--- src/rtl/fbreader.sv ---
// fbreader: PLB master that scans the framebuffer in raster order with single-beat reads and
// pushes each pixel, tagged with line/column, into a FIFO. FBR_ERR_CNT_EN adds err_cnt.
module fbreader #(
    parameter int unsigned LINE_LEN     = 9,
    parameter int unsigned COL_LEN      = 10,
    parameter int unsigned NUM_LINES    = 480,
    parameter int unsigned NUM_COLS     = 640,
    parameter logic [0:10] FB_BASE      = 11'b1001_0000_000,
    parameter int unsigned FBR_FIFO_LEN = 64,
    parameter int unsigned C_MST_AWIDTH = 32,
    parameter int unsigned C_MST_DWIDTH = 32
) (
    input  logic                      PLB_clk,
    input  logic                      Bus2IP_Reset,
    input  logic                      start,
    output logic                      busy,
    output logic                      done,
    output logic [0:FBR_FIFO_LEN-1]   fifo_data,
    input  logic                      fifo_full,
    output logic                      fifo_wr_en,
    output logic                      IP2Bus_MstRd_Req,
    output logic                      IP2Bus_MstWr_Req,
    output logic [0:C_MST_AWIDTH-1]   IP2Bus_Mst_Addr,
    output logic [0:C_MST_DWIDTH/8-1] IP2Bus_Mst_BE,
    output logic                      IP2Bus_Mst_Lock,
    output logic                      IP2Bus_Mst_Reset,
    input  logic                      Bus2IP_Mst_CmdAck,
    input  logic                      Bus2IP_Mst_Cmplt,
    input  logic                      Bus2IP_Mst_Error,
    input  logic                      Bus2IP_Mst_Rearbitrate,
    input  logic                      Bus2IP_Mst_Cmd_Timeout,
    input  logic [0:C_MST_DWIDTH-1]   Bus2IP_MstRd_d,
    input  logic                      Bus2IP_MstRd_src_rdy_n,
    output logic [0:C_MST_DWIDTH-1]   IP2Bus_MstWr_d,
`ifdef FBR_ERR_CNT_EN
    output logic [0:7]                err_cnt,
`endif
    input  logic                      Bus2IP_MstWr_dst_rdy_n
);

    localparam int unsigned PadLen = FBR_FIFO_LEN - LINE_LEN - COL_LEN - C_MST_DWIDTH;
    localparam logic [LINE_LEN-1:0] LastLine = LINE_LEN'(NUM_LINES - 1);
    localparam logic [COL_LEN-1:0]  LastCol  = COL_LEN'(NUM_COLS - 1);

    typedef enum logic [2:0] {StIdle, StReq, StWait, StPush, StErr} state_e;

    state_e                  state_q, state_d;
    logic [LINE_LEN-1:0]     line_q, line_d;
    logic [COL_LEN-1:0]      col_q, col_d;
    logic [0:C_MST_DWIDTH-1] pixel_q;
    logic                    have_data_q;
    logic                    done_q;
    logic                    mst_reset_q;

    logic bus_err;
    logic in_xfer;
    logic capture;
    logic data_ok;
    logic push;
    logic last_pix;

    assign bus_err  = Bus2IP_Mst_Error | Bus2IP_Mst_Cmd_Timeout;
    assign in_xfer  = (state_q == StReq) || (state_q == StWait);
    assign capture  = in_xfer && !Bus2IP_MstRd_src_rdy_n;
    // Data may arrive before Cmplt or in the same cycle; either counts as captured.
    assign data_ok  = have_data_q || !Bus2IP_MstRd_src_rdy_n;
    assign push     = (state_q == StPush) && !fifo_full;
    assign last_pix = (line_q == LastLine) && (col_q == LastCol);

    always_comb begin
        state_d = state_q;
        line_d  = line_q;
        col_d   = col_q;
        unique case (state_q)
            StIdle: begin
                if (start) begin
                    state_d = StReq;
                    line_d  = '0;
                    col_d   = '0;
                end
            end
            StReq: begin
                if (bus_err) begin
                    state_d = StErr;
                end else if (Bus2IP_Mst_CmdAck && Bus2IP_Mst_Cmplt) begin
                    state_d = data_ok ? StPush : StErr;
                end else if (Bus2IP_Mst_CmdAck) begin
                    state_d = StWait;
                end
            end
            StWait: begin
                if (bus_err) begin
                    state_d = StErr;
                end else if (Bus2IP_Mst_Cmplt) begin
                    state_d = data_ok ? StPush : StErr;
                end
            end
            StPush: begin
                if (!fifo_full) begin
                    if (last_pix) begin
                        state_d = StIdle;
                        line_d  = '0;
                        col_d   = '0;
                    end else if (col_q == LastCol) begin
                        state_d = StReq;
                        col_d   = '0;
                        line_d  = line_q + LINE_LEN'(1);
                    end else begin
                        state_d = StReq;
                        col_d   = col_q + COL_LEN'(1);
                    end
                end
            end
            StErr: begin
                if (!Bus2IP_Mst_Error) begin
                    state_d = StReq;
                end
            end
            default: state_d = StIdle;
        endcase
    end

    always_ff @(posedge PLB_clk) begin
        if (Bus2IP_Reset) begin
            state_q     <= StIdle;
            line_q      <= '0;
            col_q       <= '0;
            pixel_q     <= '0;
            have_data_q <= 1'b0;
            done_q      <= 1'b0;
            mst_reset_q <= 1'b1;
        end else begin
            state_q     <= state_d;
            line_q      <= line_d;
            col_q       <= col_d;
            if (capture) begin
                pixel_q <= Bus2IP_MstRd_d;
            end
            // Cleared outside REQ/WAIT so every retry or new pixel needs fresh data.
            have_data_q <= in_xfer && (have_data_q || !Bus2IP_MstRd_src_rdy_n);
            done_q      <= push && last_pix;
            mst_reset_q <= (state_q == StErr);
        end
    end

`ifdef FBR_ERR_CNT_EN
    logic [0:7] err_cnt_q;

    always_ff @(posedge PLB_clk) begin
        if (Bus2IP_Reset) begin
            err_cnt_q <= '0;
        end else if ((state_q == StIdle) && start) begin
            err_cnt_q <= '0;
        end else if ((state_d == StErr) && (state_q != StErr) && (err_cnt_q != 8'hFF)) begin
            err_cnt_q <= err_cnt_q + 8'd1;
        end
    end

    assign err_cnt = err_cnt_q;
`endif

    assign busy             = (state_q != StIdle);
    assign done             = done_q;
    assign fifo_data        = {line_q, col_q, {PadLen{1'b0}}, pixel_q};
    assign fifo_wr_en       = push && !Bus2IP_Reset;
    assign IP2Bus_MstRd_Req = (state_q == StReq) && !Bus2IP_Reset;
    assign IP2Bus_MstWr_Req = 1'b0;
    assign IP2Bus_Mst_Addr  = {FB_BASE, line_q, col_q, 2'b00};
    assign IP2Bus_Mst_BE    = '1;
    assign IP2Bus_Mst_Lock  = 1'b0;
    assign IP2Bus_Mst_Reset = mst_reset_q;
    assign IP2Bus_MstWr_d   = '0;

    logic unused_inputs;
    assign unused_inputs = ^{Bus2IP_Mst_Rearbitrate, Bus2IP_MstWr_dst_rdy_n};

endmodule

--- config.mk ---
export PLATFORM = sky130hd
export DESIGN_NAME = fbreader
export DESIGN_NICKNAME = d
export VERILOG_FILES = /design/src/rtl/fbreader.sv
export SDC_FILE = /design/constraint.sdc
export NUM_CORES = 1
export LEC_CHECK = 0
export ABC_AREA = 1
export CORE_MARGIN = 5
export CORE_UTILIZATION = 39
export DETAILED_ROUTE_END_ITERATION = 8
export PLACE_DENSITY = 0.81
export SLEW_MARGIN = 5
export SYNTH_ARGS = -nofsm -noshare
export SYNTH_HDL_FRONTEND = slang
export SYNTH_SLANG_ARGS = --single-unit
--- constraint.sdc ---
create_clock -name PLB_clk -period 2.15 [get_ports PLB_clk]
set_clock_uncertainty 0.2 [all_clocks]
set_input_delay 0.215 -clock PLB_clk [delete_from_list [all_inputs] [get_ports PLB_clk]]
set_output_delay 0.215 -clock PLB_clk [all_outputs]
set_load 0.03 [all_outputs]
; ---- Word level (Yosys, flattened, before mapping)
; Index checks and enable logic that the tools add are counted.
[classes]
add_sub_neg = 2
eq_ne = 12
n_mux = 21
n_bitwise = 1
n_reduce_logical = 19
[op_table]
columns = cell, count
row1 = 10-bit 2-to-1 mux, 4
row2 = 9-bit 2-to-1 mux, 4
row3 = 3-bit 2-to-1 mux, 9
row4 = 10-bit one-hot mux with 2 select lines, 1
row5 = 9-bit one-hot mux with 2 select lines, 1
row6 = 3-bit one-hot mux with 5 select lines, 1
row7 = "10-bit by 1-bit adder with 10-bit output, second input constant", 1
row8 = "10-bit == test, second input constant", 1
row9 = "9-bit by 1-bit adder with 9-bit output, second input constant", 1
row10 = "9-bit == test, second input constant", 1
row11 = 1-bit logical AND, 8
row12 = "3-bit by 2-bit == test with 1-bit output, second input constant", 2
row13 = "2-bit != test, second input constant", 3
row14 = 5-bit AND reduction, 1
row15 = "4-bit by 3-bit != test with 1-bit output, second input constant", 1
row16 = 4-bit AND reduction, 1
row17 = "3-bit by 1-bit == test with 1-bit output, second input constant", 1
row18 = "3-bit == test, second input constant", 1
row19 = 1-bit zero test, 3
row20 = 3-bit zero test, 1
row21 = "3-bit by 2-bit != test with 1-bit output, second input constant", 1
row22 = "3-bit != test, second input constant", 1
row23 = 3-bit AND reduction, 1
row24 = 3-bit nonzero test, 1
row25 = 4 further kinds, 5
[totals]
ff_bits = 57
elab_cells = 62

; ---- Longest topological paths before layout
[depth]
word_depth = 6
ltp_mapped = 10
mapped_depth_nobuf = 10

; ---- Worst setup path before layout
; Ideal clock, no wire load.
[synth_path]
path_kind = register -> register
startpoint = reg col_q[0]
endpoint = reg line_q[5]
t_arrival_ns = 1.663
path_slack_ns = 0.179
setup_time_ns = 0.109
required_ns = 1.841
synth_period_minus_slack_ns = 1.971
path_buffers = 0
path_stages_with_launch = 11
cell_sequence = dfxtp_1 ha_1 nand2_1 nor2_2 nand2_1 nor2_1 nand2_1 nand2_1 o21ai_0 nand2_1 inv_1
[synth_via]
elab_chain_len = 5
word_cells_on_any_way = 7
[synth_rtl]
columns = element, line_no
row1 = "start, declared", 49  ; logic [COL_LEN-1:0] col_q, col_d;
row2 = "start signal, assigned", 135  ; col_q <= col_d;
row3 = 10-bit == test *, "68, 104"
row4 = 1-bit logical AND, 68  ; assign last_pix = (line_q == LastLine) && (col_q == LastCol);
row5 = 9-bit 2-to-1 mux, 100  ; if (last_pix) begin
row6 = 9-bit 2-to-1 mux, 99  ; if (!fifo_full) begin
row7 = 9-bit one-hot mux with 2 select lines, 74  ; unique case (state_q)
row8 = "end signal, assigned", 134  ; line_q <= line_d;
row9 = "end, declared", 48  ; logic [LINE_LEN-1:0] line_q, line_d;
; Every way passes the cells marked *; elsewhere a longest branch is shown, timed or not. The select of a mux whose other input is x is not followed.
; A chain may end at the register's enable or synchronous reset.

; ---- Final worst setup path
[layout_path]
startpoint = reg state_q[2]
endpoint = out busy
[layout_via]
elab_chain_len = 1
[layout_rtl]
columns = element, line_no
row1 = "start, declared", 47  ; state_e state_q, state_d;
row2 = "start signal, assigned", 125  ; state_q <= StIdle;
row3 = "start signal, assigned", 133  ; state_q <= state_d;
row4 = 3-bit nonzero test, 162  ; assign busy = (state_q != StIdle);
row5 = "end, declared", 16  ; output logic busy,
; No other way between the ends.

==> results.json <==
{
  "status": "completed",
  "fin_util_pct": 52.9,
  "via_count": 2911,
  "hold_violations": 0,
  "cts_htree_levels": 3,
  "synth.avg_cell_area_sq_um": 7.07,
  "hold_path.class": "reg -> reg",
  "ys_async_sr_fraction_pct": 0,
  "dr.pass1.iters": 4,
  "grt_start_max_net_pins": 35,
  "maxSlewViolCount": 0,
  "max_slew.worst_pin.slew_ns": 0.536,
  "setup_ws_ns": 0.0873,
  "die_x_um": 101,
  "grt_pass1_wl_mm": 12.4,
  "antenna_found_initial": 0,
  "clock_sinks": 57,
  "vdd_drop_max_mv": 0.445,
  "drive_above_1_share_pct": 7.10,
  "cts.path.max_buffers": 2,
  "path_class": "reg -> out",
  "cp_max_fo": 6,
  "tritoncts": "yes",
  "final_cells": 668,
  "end_kind": "output pin",
  "max_freq_mhz": 485,
  "dieArea_sq_um": 10200,
  "synth.cell_area_sq_um": 3250,
  "pre_cts_ws_ns": 0.162,
  "seq_area_frac_synth_pct": 35.2,
  "synth_edf_count": 0,
  "dp.cells": 652,
  "synth_cell_types": 33,
  "grt-ovfl-total": 0,
  "fin_crit_sh_pct": 95.9,
  "num_io_pins": 182,
  "viasPerCell": 4.36,
  "portBuffers": 115,
  "hpwlAfterDp_mm": 6.24,
  "drtIter0Drc": 122,
  "worst_slew_margin_rel_pct": 64.2,
  "finalSetupTns_ns": 0,
  "worstPathCellList": "inv_1 -> nand2_2 -> clkdlybuf4s50_1",
  "core_area_sq_um": 8180,
  "powerDensity_nw_per_um2": 718,
  "postCtsSetupRepairBufs": 0,
  "antenna-diode-count": 0,
  "syn_to_final_growth_pct": 33.3,
  "wire_per_inst_um": 12.0,
  "start_util_pct": 39.7,
  "cp.required_ns": 1.74,
  "cts-root-buf": "clkbuf_8",
  "ant_nets": 0,
  "syn_inst": 459,
  "grt_use_total_pct": 14.9,
  "design_area_sq_um": 4330,
  "yosys_warnings": 0,
  "synth-seq-cells": 57,
  "grt_pass1_vias": 2731,
  "maxCapViolations": 0,
  "slowest_delay_ns": 0.68,
  "cts.reportedPaths.clkPinSlew_ns": 0.06,
  "synth_top_flop_cell": "dfxtp_1",
  "numCtsBuffers": 9,
  "gp_congestion": 0.811,
  "rsz0062_at_grt": "no",
  "worst_ep_arrival_time_ns": 1.65,
  "dieHeight_um": 101,
  "start_kind": "flip-flop",
  "leakage_nw": 1.80,
  "final_nets": 603,
  "rows": 33,
  "wl_mm": 7.99,
  "final-setup-viol-count": 0,
  "slowest_stage": "clkdlybuf4s50_1",
  "fin_crit_ns": 2.06,
  "drcViolationCount": 0,
  "clock_latency_ns": 0.32,
  "placed_area_sq_um": 4120
}
## layer usage
metal	GRT usage (%)	up-vias	wire length [um]
met5	0	-	0
met4	6.54	0	213
met3	3.65	15	568
met2	26.7	109	4030
met1	16.7	1298	3180
li1	-	1489	-
## final cells by class
cell class | instances | area (sq um)
tap | 105 | 131
inverter | 36 | 135
sequential | 57 | 1140
fill | 810 | 3850
timing repair buffer | 121 | 1200
multi-input combinational | 333 | 1510
clock buffer | 12 | 145
clock inverter | 4 | 52.6
## stage by stage
step                      hold WS [ns]  power, mW
final                            0.281       3.10
after global routing             0.304       3.27
after CTS                        0.287       3.13
after detailed placement         0.272       2.13
after global placement           0.263       2.11
after floorplan                 0.0935       1.91
## cell usage in the layout (no fill, tap or decap), types with 3 or more instances in the layout
cell,instances
a21oi_1,12
buf_4,7
clkbuf_8,10
clkdlybuf4s50_1,113
clkinvlp_4,3
conb_1,64
dfxtp_1,55
inv_1,33
nand2_1,61
nand2_2,5
nand3_1,14
nand4_1,4
nor2_1,100
nor2_4,3
nor3_1,8
o21ai_0,42
xor2_1,5
## registers in the layout, summed over array words and instances (netlist names)
register          flops
col_q                10
pixel_q              32
line_q                9
IP2Bus_Mst_Reset      1
have_data_q           1
done                  1
state_q               3
## timing repair
item / 4_1_cts / 5_1_grt
setup endpoints to repair: 1 / 8
hold endpoints to repair: 0 / 0
hold buffers: 0 / 0
resized for setup: 1 / 2
## cells in the mapped netlist, types with 3 or more instances
| cell type | instances | share of area [%] |
|---|---|---|
| nand3_1 | 14 | 2.2 |
| o21ai_0 | 42 | 6.5 |
| nor2_1 | 100 | 12 |
| nand2_2 | 4 | 0.77 |
| a21oi_1 | 12 | 1.9 |
| inv_1 | 33 | 3.8 |
| nor2_4 | 3 | 1.0 |
| xor2_1 | 5 | 1.3 |
| nand2_1 | 62 | 7.2 |
| nor3_1 | 8 | 1.2 |
| dfxtp_1 | 57 | 35 |
| buf_4 | 86 | 20 |
| clkbuf_1 | 5 | 0.58 |
| nand4_1 | 4 | 0.77 |
## power by group
| group | switching (mW) | internal (mW) | total, mW |
|---|---|---|---|
| sequential | 0.0501 | 1.14 | 1.19 |
| clock | 0.432 | 0.568 | 1.00 |
| combinational | 0.602 | 0.316 | 0.918 |
## critical path, delay by kind of cell (launching register included)
family	cells	cell delay (ns)
buf+inv	2	0.83
flops	1	0.38
simple gates	1	0.12
## final timing paths
kind,startpoint,end,slack (ns),cells past startpoint
max,state_q[2],busy,0.09,3
min reg2reg,pixel_q[29],pixel_q[29],0.28,2
max reg2reg,col_q[0],line_q[0],0.22,10
min,pixel_q[29],pixel_q[29],0.28,2
## cell families after synthesis
kind of cell             share of synthesized area, %
flip-flops                                       35.2
AO/OA/AOI/OAI                                    9.25
other                                           0.231
buffers and inverters                            25.4
AND/OR/NAND/NOR                                  27.8
adder cells (fa/ha/maj)                         0.771
XOR/XNOR                                         1.35
(Power assumes the default switching activity.)
